## config.mk

```make
export PLATFORM = sky130hd
export DESIGN_NAME = spi_reg_bridge
export DESIGN_NICKNAME = d
export VERILOG_FILES = /design/src/rtl/spi_pkg.sv /design/src/rtl/spi_addr_counter.sv /design/src/rtl/spi_reg_bridge.sv
export SDC_FILE = /design/constraint.sdc
export NUM_CORES = 1
export LEC_CHECK = 0
export CAP_MARGIN = 5
export CORE_MARGIN = 4
export CORE_UTILIZATION = 42
export DETAILED_ROUTE_END_ITERATION = 10
export MAX_ROUTING_LAYER = met4
export PLACE_DENSITY_LB_ADDON = 0.12
export SYNTH_ARGS = -nofsm -noshare
export SYNTH_HDL_FRONTEND = slang
export SYNTH_SLANG_ARGS = --single-unit
```

## constraint.sdc

```tcl
create_clock -name clk -period 2.1 [get_ports clk]
set_input_delay 0.42 -clock clk [delete_from_list [all_inputs] [get_ports clk]]
set_output_delay 0.42 -clock clk [all_outputs]
set_load 0.03 [all_outputs]
```

## src/rtl/spi_pkg.sv

```systemverilog
// Shared types and constants for the SPI-to-register-bus bridge.
package spi_pkg;

    typedef enum logic [2:0] {
        IDLE,
        CMD,
        WR_DATA,
        RD_ISSUE,
        RD_CAPT,
        RD_DATA
    } spi_bridge_state_t;

    localparam int         CMD_RW_BIT        = 7;
    localparam logic [7:0] IDLE_FILL_DEFAULT = 8'h00;

endpackage

```

## src/rtl/spi_addr_counter.sv

```systemverilog
// Loadable incrementing address register; wrap pulses when an increment rolls all-ones over to zero.
module spi_addr_counter #(
    parameter int W = 7
) (
    input  logic         clk,
    input  logic         rst,
    input  logic         load,
    input  logic [W-1:0] load_val,
    input  logic         inc,
    output logic [W-1:0] count,
    output logic         wrap
);

    assign wrap = inc && !load && (count == '1);

    always_ff @(posedge clk) begin
        if (!rst) begin
            count <= '0;
        end else if (load) begin
            count <= load_val;
        end else if (inc) begin
            count <= count + 1'b1;
        end
    end

endmodule

```

## src/rtl/spi_reg_bridge.sv

```systemverilog
// Turns framed SPI bytes into register-bus read/write strobes with address auto-increment,
// returning read data through tx_data for the next byte slot.
module spi_reg_bridge
    import spi_pkg::*;
#(
    parameter int               ADDR_W    = 7,
    parameter int               DATA_W    = 8,
    parameter logic [DATA_W-1:0] IDLE_FILL = IDLE_FILL_DEFAULT
) (
    input  logic              clk,
    input  logic              rst,
    input  logic              ss,
    input  logic              rx_valid,
    input  logic [DATA_W-1:0] rx_data,
    output logic [DATA_W-1:0] tx_data,
    output logic [ADDR_W-1:0] bus_addr,
    output logic [DATA_W-1:0] bus_wdata,
    output logic              bus_wr,
    output logic              bus_rd,
    input  logic [DATA_W-1:0] bus_rdata,
    output logic              busy,
    output logic              frame_err
);

    spi_bridge_state_t state;
    spi_bridge_state_t next_state;
    logic              addr_load;
    logic              addr_inc;
    logic              addr_wrap;
    logic              wr_fire;
    logic [DATA_W-1:0] tx_reg;

    always_ff @(posedge clk) begin
        if (!rst) begin
            state <= IDLE;
        end else begin
            state <= next_state;
        end
    end

    // A high ss ends the frame from any state; bytes arriving with it are dropped.
    always_comb begin
        next_state = state;
        addr_load  = 1'b0;
        wr_fire    = 1'b0;
        if (ss) begin
            next_state = IDLE;
        end else begin
            case (state)
                IDLE:     next_state = CMD;
                CMD: begin
                    if (rx_valid) begin
                        addr_load  = 1'b1;
                        next_state = rx_data[CMD_RW_BIT] ? RD_ISSUE : WR_DATA;
                    end
                end
                WR_DATA:  wr_fire = rx_valid;
                RD_ISSUE: next_state = RD_CAPT;
                RD_CAPT:  next_state = RD_DATA;
                RD_DATA: begin
                    if (rx_valid) begin
                        next_state = RD_ISSUE;
                    end
                end
                default:  next_state = IDLE;
            endcase
        end
    end

    assign bus_rd   = (state == RD_ISSUE);
    assign addr_inc = bus_wr || (state == RD_CAPT);

    // Read data is forwarded straight through during capture so it reaches the shifter one cycle sooner.
    assign tx_data  = (state == RD_CAPT) ? bus_rdata : tx_reg;

    always_ff @(posedge clk) begin
        if (!rst) begin
            bus_wr    <= 1'b0;
            bus_wdata <= '0;
            busy      <= 1'b0;
            tx_reg    <= IDLE_FILL;
            frame_err <= 1'b0;
        end else begin
            bus_wr <= wr_fire;
            if (wr_fire) begin
                bus_wdata <= rx_data;
            end
            busy <= (next_state == WR_DATA) || (next_state == RD_ISSUE) ||
                    (next_state == RD_CAPT) || (next_state == RD_DATA);
            if (next_state == IDLE) begin
                tx_reg <= IDLE_FILL;
            end else if (state == RD_CAPT) begin
                tx_reg <= bus_rdata;
            end
            if (addr_wrap) begin
                frame_err <= 1'b1;
            end
        end
    end

    spi_addr_counter #(
        .W(ADDR_W)
    ) u_addr_counter (
        .clk      (clk),
        .rst      (rst),
        .load     (addr_load),
        .load_val (rx_data[ADDR_W-1:0]),
        .inc      (addr_inc),
        .count    (bus_addr),
        .wrap     (addr_wrap)
    );

endmodule

```

* Yosys cells after proc, flatten, opt, wreduce, memory -nomap -nowiden
Cells that the tools add are included.
Storage, ports and cells: input port bits 20, output and inout bits 27, logic and storage cells 43, register bits 29
Operators by class: $add $sub $neg 1, bitwise logic cells 1, mux-type cells 13, eq/ne operators 10, reductions and logical operators 11
Operators by type and width (count):
- $pmux W3 S6 | 1
- $mux W7 | 2
- $eq A3 B2 Y1 const B | 4
- $eq A3 B3 Y1 const B | 4
- $mux W3 | 3
- $mux W8 | 1
- $add A7 B1 Y7 const B | 1
- $eq A7 B7 Y1 const B | 1
- $logic_not A3 Y1 | 2
- $mux W1 | 6
- $logic_or A1 B1 Y1 | 4
- $eq A3 B1 Y1 const B | 1
- $logic_and A1 B1 Y1 | 2
- $reduce_bool A2 Y1 | 1
- $reduce_or A2 Y1 | 1
- $logic_not A1 Y1 | 1
- $not A1 Y1 | 1

* Longest topological paths before layout
Gate-level depths: netlist of the first run.
depth in word-level cells 8, gate-level depth with buffers 6, mapped depth without buffers 5

* Modules after synthesis
A second synthesis of the first run with hierarchy kept.
Second synthesis, totals: cells, all modules 129, area total of the unflattened synthesis 1275.0 um2
By module, submodules not included:
- spi_reg_bridge | instances 1, cells an instance 86, area each 902.1 um2, seq. area each 440.4 um2
- spi_addr_counter | instances 1, cells an instance 43, area each 372.9 um2, seq. area each 140.1 um2

* Least setup slack after synthesis of the first run
Ideal clock, no wire load.
path kind reg2out, from register state[1], to output tx_data[2], setup slack 287 ps, stages on the path, launching flop included 5, arrival 1393 ps, data required time 1680 ps, path buffers 2, path through dfxtp_1 buf_4 nor3b_2 buf_2 mux2_2
Between the ends: word-level cells in the longest chain between the ends 2
Ends and longest elaborated chain:
- start: declaration | RTL line spi_reg_bridge.sv:25 | spi_bridge_state_t state;
- start signal: assignment | RTL line spi_reg_bridge.sv:37 | state <= next_state;
- $eq A3 B3 Y1 | RTL line spi_reg_bridge.sv:74 | assign tx_data = (state == RD_CAPT) ? bus_rdata : tx_reg;
- $mux W8
- end: declaration | RTL line spi_reg_bridge.sv:15 | output logic [DATA_W-1:0] tx_data,
Every way passes these cells.

* Final worst setup path of the first run
from register state[1], to output tx_data[4]
Same word-level chain as after synthesis.

==> impl_metrics.ini, run 1 <==
[critical_path]
worstPathArrival_ns = 1.59
path_buf_inv = 2
reg2reg_slack_ns = 0.29
start_kind = flop
crit_chain = nor3b_2 > buf_6 > mux2_2 > buf_4
r2r_start = state[1]$_SDFF_PN0_
reg2reg_depth = 4
end_kind = output port
cp_slowest_stage_delay_ns = 0.37
path_class = reg -> out
cp_top_family = flip-flops
r2r_end = bus_wdata[0]$_SDFFE_PN0P_
critical-path-slowest-cell = dfxtp_2
worstPathRequired_ns = 1.68
crit_fanout = 9

[global_routing]
grt_pass1_vias = 959
gr-usage-met2_pct = 26.8
overflow = 0
grt-busiest-layer = met2
grt_pass1_wl_mm = 4.40
grt_start_max_net_pins = 15
grt.total_usage_pct = 16.7
grtUsageMet3_pct = 5.58
met1_usage_pct = 18.1
antenna_found_initial = 0

[power]
power_frac_clock_pct = 33.7
ir_drop_mv = 0.500
combPwrFrac_pct = 9.5
seq_power_share_pct = 56.7
p_sw_share_pct = 22.9
p_leak_nw = 0.755
p_switching_mw = 0.227
internal-power_mw = 0.766
powerDensity_mw_per_mm2 = 567

[placed_design]
port_buffers = 46
gp_congestion = 0.742
hpwl_mm = 2.16

[route]
drt_iter0_markers = 25
viasPerCell = 5.14
drc = 0
postRouteAntennaNets = 0
wl_mm = 2.79
drt_pre_antenna_iters = 4
vias = 1054
routedWlPerCell_um = 13.6

[cells_and_area]
drive_gt1_share_pct = 16.7
syn_to_final_growth_pct = 44.6
num-fill-cells = 246
nNetsFinal = 195
register_area_um2 = 586
multi_input_comb_area_um2 = 589
antenna_cells = 0

[hold_path]
hold_depth = 2
hold_class = reg -> reg
holdPathEnd = frame_err$_SDFFE_PN0P_
hp-start = frame_err$_SDFFE_PN0P_

[logic_synthesis]
synth_cells = 122
ys_ff_latch = 29
synthArstFlopShare_pct = 0
syn-num-nets = 143
ys_warn_count = 0
post-synth-top-area-cell = dfxtp_1
synth.cells.most_frequent = 29 x dfxtp_1, 12 x nor2_1, 9 x a21oi_1, 9 x mux2i_1
yosysTopAreaCellShare_pct = 47.9
ys_seq_area_share_pct = 47.9
synth-edff-count = 0
synth-main-ff-cell = dfxtp_1
yosysUniqueCellTypes = 32
yosysMostFrequentCell = dfxtp_1
syn_avg_cell_area_um2 = 9.94
synth.area.top_cells = dfxtp_1 48%, mux2i_1 7.4%, mux2_2 7.4%
syn-cell-area_mm2 = 0.00121

[timing]
hold_viol_final = 0
tightest_slew_ns = 0.479
holdWs_ns = 0.463
fin_setup_tns_ns = 0
slew_viol_final = 0
rsz0062_at_grt = no
post-route-period-util_pct = 95.8
maxSlewHeadroom_pct = 68.1
fin_worst_skew_ns = 0.00418
setup_violations = 0
fmaxAchievable_ghz = 0.497
min_period_ns = 2.01

[die]
dieArea_mm2 = 0.00381
fp-row-count = 19
initial_utilization_pct = 44.0
core_area_mm2 = 0.00276
die_y_um = 61.7
ios = 47
dieWidth_um = 61.7

[cts]
path_clk_slew_ns = 0.08
ctsHoldBuffers = 0
tritoncts = done
cts_root_buffer = clkbuf_4
cts.path.max_buffers = 2
insertion_delay_ns = 0.32
cts.sinks = 29
cts_htree_levels = 2
cts_buffers = 5

[flow_run]
maxCapViolations = 0

[status]
status = completed
repair_timing:
item / in CTS / in global routing
setup endpoints to repair: 9 / 8
setup buffers: 0 / 1
pin swaps: 0 / 0
resized for setup: 3 / 2
placed cells by master, fill, tap and decap left out, types with 2 or more instances in the layout:
cell type        instances
clkdlybuf4s50_1         37
dfxtp_1                 27
nor2_1                  12
buf_4                   11
a21oi_1                  9
mux2i_1                  9
mux2_2                   8
nor2b_1                  8
o21ai_0                  5
clkbuf_4                 5
nand3_1                  4
inv_1                    3
nand2_1                  3
xor2_1                   3
and3_1                   2
or3b_1                   2
nor3_1                   2
nor4_1                   2
xnor2_1                  2
or3_1                    2
o211ai_1                 2
worst max-delay path by stage:
| stage | start | to | depth (start not counted) |
|---|---|---|---|
| detailed placement | ss | u_addr_counter.count[6]$_SDFFE_PN0P_ | 4 |
| CTS | state[1]$_SDFF_PN0_ | tx_data[0] | 4 |
| finish | state[1]$_SDFF_PN0_ | tx_data[4] | 4 |
| global placement | ss | u_addr_counter.count[6]$_SDFFE_PN0P_ | 4 |
| floorplan | state[1]$_SDFF_PN0_ | tx_data[2] | 4 |
| global route | state[2]$_SDFF_PN0_ | tx_data[6] | 4 |
worst min-delay path: stages, from the launching register on:
cell and delay, ns:
dfxtp_1 0.32, inv_1 0.05, a21oi_1 0.05
per-layer routing:
metal / part of all wire [%] / wire (um)
met3: 5.9 / 164
met2: 51 / 1420
met4: 2.1 / 59
met1: 41 / 1140
met5: 0 / 0
power by group through the flow:
stage	Sequential [mW]	Clock, mW	Combinational [mW]
5_1_grt	0.565	0.373	0.104
4_1_cts	0.565	0.344	0.0956
2_1_floorplan	0.586	0	0.0274
3_3_place_gp	0.577	0	0.0935
6_report	0.564	0.335	0.0946
3_5_place_dp	0.578	0	0.0951
layout make-up:
cell class | instances | share of cell area (%)
clock buffer | 7 | 3.14
tap | 31 | 2.21
sequential | 29 | 33.4
multi-input combinational | 85 | 33.6
inverter | 3 | 0.642
timing repair buffer | 50 | 27.0
cell families (layout without fill, tap and decap cells):
| logic type | after synthesis | after routing | synth area share (%) |
|---|---|---|---|
| mux | 17 | 17 | 14.9 |
| simple gates | 41 | 41 | 18.6 |
| xor+xnor | 5 | 5 | 3.61 |
| flops | 29 | 29 | 47.9 |
| fa+ha+maj | 1 | 1 | 1.03 |
| buf+inv | 8 | 60 | 3.51 |
| compound gates | 21 | 21 | 10.5 |
stage by stage:
step                worst slack [ns]  instance area [um2]  std cells  utilization [%]  total power [mW]
global route                  0.0102                 1750        205             63.6              1.04
CTS                          0.00525                 1740        204             63.2              1.01
floorplan                      0.287                 1210        122                -             0.614
global placement               0.145                 1680        197             61.0             0.671
detailed placement          -0.00577                 1680        197             61.0             0.673
finish                        0.0882                 1750        205             63.6             0.994
Note: power is estimated with default switching activity, not from simulation.
==> run 2, diff against run 1 <==
--- a/config.mk
+++ b/config.mk
@@ -6,11 +6,13 @@
 export NUM_CORES = 1
 export LEC_CHECK = 0
 export CAP_MARGIN = 5
-export CORE_MARGIN = 4
-export CORE_UTILIZATION = 42
+export CORE_MARGIN = 2
+export CORE_UTILIZATION = 44
+export CTS_BUF_LIST = sky130_fd_sc_hd__clkbuf_4 sky130_fd_sc_hd__clkbuf_8
 export DETAILED_ROUTE_END_ITERATION = 10
 export MAX_ROUTING_LAYER = met4
 export PLACE_DENSITY_LB_ADDON = 0.12
 export SYNTH_ARGS = -nofsm -noshare
 export SYNTH_HDL_FRONTEND = slang
 export SYNTH_SLANG_ARGS = --single-unit
+export TNS_END_PERCENT = 1
==> impl_metrics.ini, run 2 (synthesis gave the netlist of run 1 again) <==
[critical_path]
reg2reg_depth = 4
crit_chain = nor3b_4 > buf_6 > mux2_2 > buf_4
reg2reg_slack_ns = 0.31
cp-startpoint = state[0]$_SDFF_PN0_
critical-path-slowest-cell = dfxtp_4
r2r_start = state[1]$_SDFF_PN0_
crit_fanout = 5
start_kind = flop
worstPathRequired_ns = 1.68
worstPathArrival_ns = 1.61
r2r_end = bus_wdata[2]$_SDFFE_PN0P_
cp_top_family = flip-flops
path_class = reg -> out
cp_slowest_stage_delay_ns = 0.37
end_kind = output port
path_buf_inv = 2

[placed_design]
hpwl_mm = 2.07
gp_congestion = 0.758
port_buffers = 46
dp_slack_ns = 0.0721

[hold_path]
hold_depth = 2
hp-start = frame_err$_SDFFE_PN0P_
hold_class = reg -> reg
holdPathEnd = frame_err$_SDFFE_PN0P_

[power]
p_switching_mw = 0.232
power_frac_clock_pct = 34.8
seq_power_share_pct = 55.6
total_power_mw = 1.01
combPwrFrac_pct = 9.6
internal-power_mw = 0.779
powerDensity_mw_per_mm2 = 552
p_leak_nw = 0.790
p_sw_share_pct = 22.9
ir_drop_mv = 0.578

[route]
postRouteAntennaNets = 0
drt_iter0_markers = 19
wl_mm = 2.87
viasPerCell = 5.22
vias = 1096
drt_pre_antenna_iters = 4
routedWlPerCell_um = 13.7
drc = 0

[cells_and_area]
nNetsFinal = 200
final_cell_mix = 37 x clkdlybuf4s50_1, 26 x dfxtp_1, 12 x nor2_1
layout_commonest_cell = clkdlybuf4s50_1
syn_to_final_growth_pct = 51.2
drive_gt1_share_pct = 20.1
antenna_cells = 0

[global_routing]
antenna_found_initial = 0
grt_pass1_wl_mm = 4.48
met1_usage_pct = 21.3
overflow = 0
grt_pass1_vias = 1027
gr-usage-met2_pct = 29.9
grtUsageMet3_pct = 7.83
grt.total_usage_pct = 19.0
grt_start_max_net_pins = 15
grt-busiest-layer = met2

[die]
dieWidth_um = 56.5
initial_utilization_pct = 45.1
fp-row-count = 19
core_area_mm2 = 0.00269
ios = 47
die_y_um = 56.5
dieArea_mm2 = 0.00319

[cts]
path_clk_slew_ns = 0.09
tritoncts = done
cts.sinks = 29
cts_root_buffer = clkbuf_4
cts_htree_levels = 2
cts_buffers = 5
ctsHoldBuffers = 0
cts.path.max_buffers = 2
insertion_delay_ns = 0.33

[timing]
maxSlewHeadroom_pct = 67.7
fin_worst_skew_ns = 0.00731
finalWorstSetupSlack_ns = 0.0725
post-route-period-util_pct = 96.5
holdWs_ns = 0.462
fmaxAchievable_ghz = 0.493
tightest_slew_ns = 0.485
slew_viol_final = 0
setup_violations = 0
hold_viol_final = 0
rsz0062_at_grt = yes
min_period_ns = 2.03

[flow_run]
maxCapViolations = 0

[status]
status = completed
## run 2: cell types whose count changed in the layout (fill, tap and decap cells not counted), sizes merged
cell,previous run,this run
buf,12,17
## run 2: worst max path at each step
stage                                            to  slack (ns)  depth (start not counted)
2_1_floorplan                            tx_data[2]        0.29                          4
3_3_place_gp   u_addr_counter.count[6]$_SDFFE_PN0P_        0.14                          4
3_5_place_dp   u_addr_counter.count[6]$_SDFFE_PN0P_        0.07                          4
4_1_cts                                  tx_data[3]        0.01                          4
5_1_grt                                  tx_data[7]      -0.009                          4
6_report                                 tx_data[1]        0.07                          4
## run 2: layout make-up
| type | count | area, um2 |
|---|---|---|
| fill | 231 | 853 |
| clock buffer | 7 | 58.8 |
| tap | 31 | 38.8 |
| timing repair buffer | 55 | 537 |
| sequential | 29 | 592 |
| inverter | 3 | 11.3 |
| multi-input combinational | 85 | 596 |
## run 2: stage by stage
step / setup TNS [ns] / cells / utilization, % / instance area, um2
after floorplan: 0 / 122 / - / 1210
after CTS: 0 / 204 / 65.0 / 1750
after detailed placement: 0 / 197 / 62.6 / 1680
after global routing: -0.0375 / 210 / 68.2 / 1830
final: 0 / 210 / 68.2 / 1830
after global placement: 0 / 197 / 62.6 / 1680
## run 2: power by group through the flow
stage          Sequential (mW)  Clock (mW)  Combinational, mW
6_report                 0.563       0.352             0.0971
3_3_place_gp             0.578           0             0.0937
5_1_grt                  0.564       0.386              0.105
3_5_place_dp             0.578           0             0.0955
2_1_floorplan            0.586           0             0.0274
4_1_cts                  0.565       0.366             0.0960
## run 2: worst register-to-register path: cells and delay by family (launching register included)
family	cells	cell delay [ns]
flops	1	0.39
mux	1	0.25
simple gates	3	1.03
## run 2: what timing repair did
item / CTS / global route
endpoints found under the hold margin: 0 / 0
cloned: 0 / 1
pin swaps: 0 / 1
buffers inserted: 0 / 5
setup endpoints to repair: 9 / 8
gates resized for setup: 4 / 13
## run 2: layer usage
metal,share of wire [%],wire [um]
met1,41,1180
met2,51,1470
met3,5.5,158
met4,1.9,54
met5,0,0
==> run 3, diff against run 2 <==
==> constraint.sdc (replaced) <==
create_clock -name clk -period 2.3 [get_ports clk]
set_input_delay 0.46 -clock clk [delete_from_list [all_inputs] [get_ports clk]]
set_output_delay 0.46 -clock clk [all_outputs]
set_load 0.03 [all_outputs]
==> impl_metrics.ini, run 3 (synthesis gave the netlist of run 1 again) <==
[status]
status = completed

[timing]
finalWorstSetupSlack_ns = 0.0796
rsz0062_at_grt = yes
fmaxAchievable_ghz = 0.450
hold_viol_final = 0
setup_violations = 0
maxSlewHeadroom_pct = 66.5
fin_setup_tns_ns = 0
fin_worst_skew_ns = 0.00654
tightest_slew_ns = 0.503
post-route-period-util_pct = 96.5
slew_viol_final = 0
min_period_ns = 2.22

[flow_run]
maxCapViolations = 0

[die]
dieArea_mm2 = 0.00319
die_y_um = 56.5
fp-row-count = 19
ios = 47
core_area_mm2 = 0.00269
initial_utilization_pct = 45.1
dieWidth_um = 56.5

[global_routing]
grt_pass1_wl_mm = 4.61
antenna_found_initial = 0
grt_pass1_vias = 1055
grt.total_usage_pct = 19.9
overflow = 0
grt_start_max_net_pins = 15

[cts]
cts.path.max_buffers = 2
cts.sinks = 29
insertion_delay_ns = 0.32
cts_buffers = 5
tritoncts = done
ctsHoldBuffers = 0
path_clk_slew_ns = 0.08
cts_root_buffer = clkbuf_4
cts_htree_levels = 2

[power]
internal-power_mw = 0.712
p_switching_mw = 0.205
seq_power_share_pct = 56.2
ir_drop_mv = 0.516
power_frac_clock_pct = 34.3
total_power_mw = 0.917
p_sw_share_pct = 22.3
combPwrFrac_pct = 9.5
powerDensity_mw_per_mm2 = 528
p_leak_nw = 0.747

[critical_path]
crit_chain = nor3b_2 > buf_6 > mux2_2 > clkdlybuf4s15_1
crit_fanout = 14
critical-path-slowest-cell = dfxtp_1
cp_slowest_stage_delay_ns = 0.36
worstPathArrival_ns = 1.76
worstPathRequired_ns = 1.84
end_kind = output port
path_class = reg -> out
start_kind = flop

[cells_and_area]
syn_to_final_growth_pct = 43.3
antenna_cells = 0
final_cell_mix = 38 x clkdlybuf4s50_1, 29 x dfxtp_1, 12 x nor2_1
layout.cells.non_filler = 205
postLayoutCoreUtil_pct = 64.7
layout_commonest_cell = clkdlybuf4s50_1
drive_gt1_share_pct = 15.5
nNetsFinal = 195

[placed_design]
hpwl_mm = 2.02
placed_cells = 198
gp_congestion = 0.748
dp_slack_ns = 0.103
port_buffers = 46

[route]
drt_pre_antenna_iters = 4
wl_mm = 2.72
drc = 0
postRouteAntennaNets = 0
vias = 1082
drt_iter0_markers = 38
viasPerCell = 5.28
routedWlPerCell_um = 13.2

[hold_path]
hold_class = reg -> reg
-- run 3: changes by cell type in the layout (fill, tap and decap cells not counted), moves of 3 or more --
cell	previous run	this run
dfxtp_4	3	0
clkbuf_2	0	7
dfxtp_1	26	29
buf_6	8	1
buf_4	9	3
-- run 3: routing by layer --
metal  wire length (um)  vias up  global-route usage [%]
met2               1320       27                    31.9
met3                153        4                    8.53
met4                 47        0                    8.16
li1                   -      537                       -
met1               1200      514                    21.4
met5                  0        -                       -
-- run 3: power groups by stage --
stage          clock [mW]  combinational [mW]  sequential, mW
2_1_floorplan           0              0.0250           0.535
3_3_place_gp            0              0.0856           0.526
3_5_place_dp            0              0.0872           0.527
4_1_cts             0.325              0.0875           0.515
5_1_grt             0.348              0.0939           0.516
6_report            0.314              0.0873           0.515
-- run 3: worst paths after layout --
| path | startpoint | slack, ns | to | cells after the start |
|---|---|---|---|---|
| worst max register to register | state[1]$_SDFF_PN0_ | 0.39 | bus_wdata[7]$_SDFFE_PN0P_ | 5 |
| worst min register to register | frame_err$_SDFFE_PN0P_ | 0.45 | frame_err$_SDFFE_PN0P_ | 2 |
| worst max-delay path | state[0]$_SDFF_PN0_ | 0.08 | tx_data[7] | 4 |
| worst min-delay path | frame_err$_SDFFE_PN0P_ | 0.45 | frame_err$_SDFFE_PN0P_ | 2 |
-- run 3: critical path: cells and delay by family, from the launching register on --
kind | cells | cell delay (ns)
buffers and inverters | 2 | 0.54
flip-flops | 1 | 0.36
multiplexers | 1 | 0.35
AND/OR/NAND/NOR | 1 | 0.19
-- run 3: final cells by class --
cell class	instances	area, um2
clock buffer	7	58.8
sequential	29	581
tap	31	38.8
multi-input combinational	85	589
inverter	3	11.3
fill	242	948
timing repair buffer	50	459
-- run 3: what timing repair did --
item	in CTS	in global routing
setup endpoints to repair	8	8
setup buffers	0	0
gates resized for setup	8	16
gates cloned	0	0
-- run 3: metrics by stage --
stage | hold WS [ns] | cell area, um2
floorplan | 0.501 | 1210
global placement | 0.437 | 1710
detailed placement | 0.441 | 1710
CTS | 0.452 | 1760
global route | 0.490 | 1740
finish | 0.451 | 1740
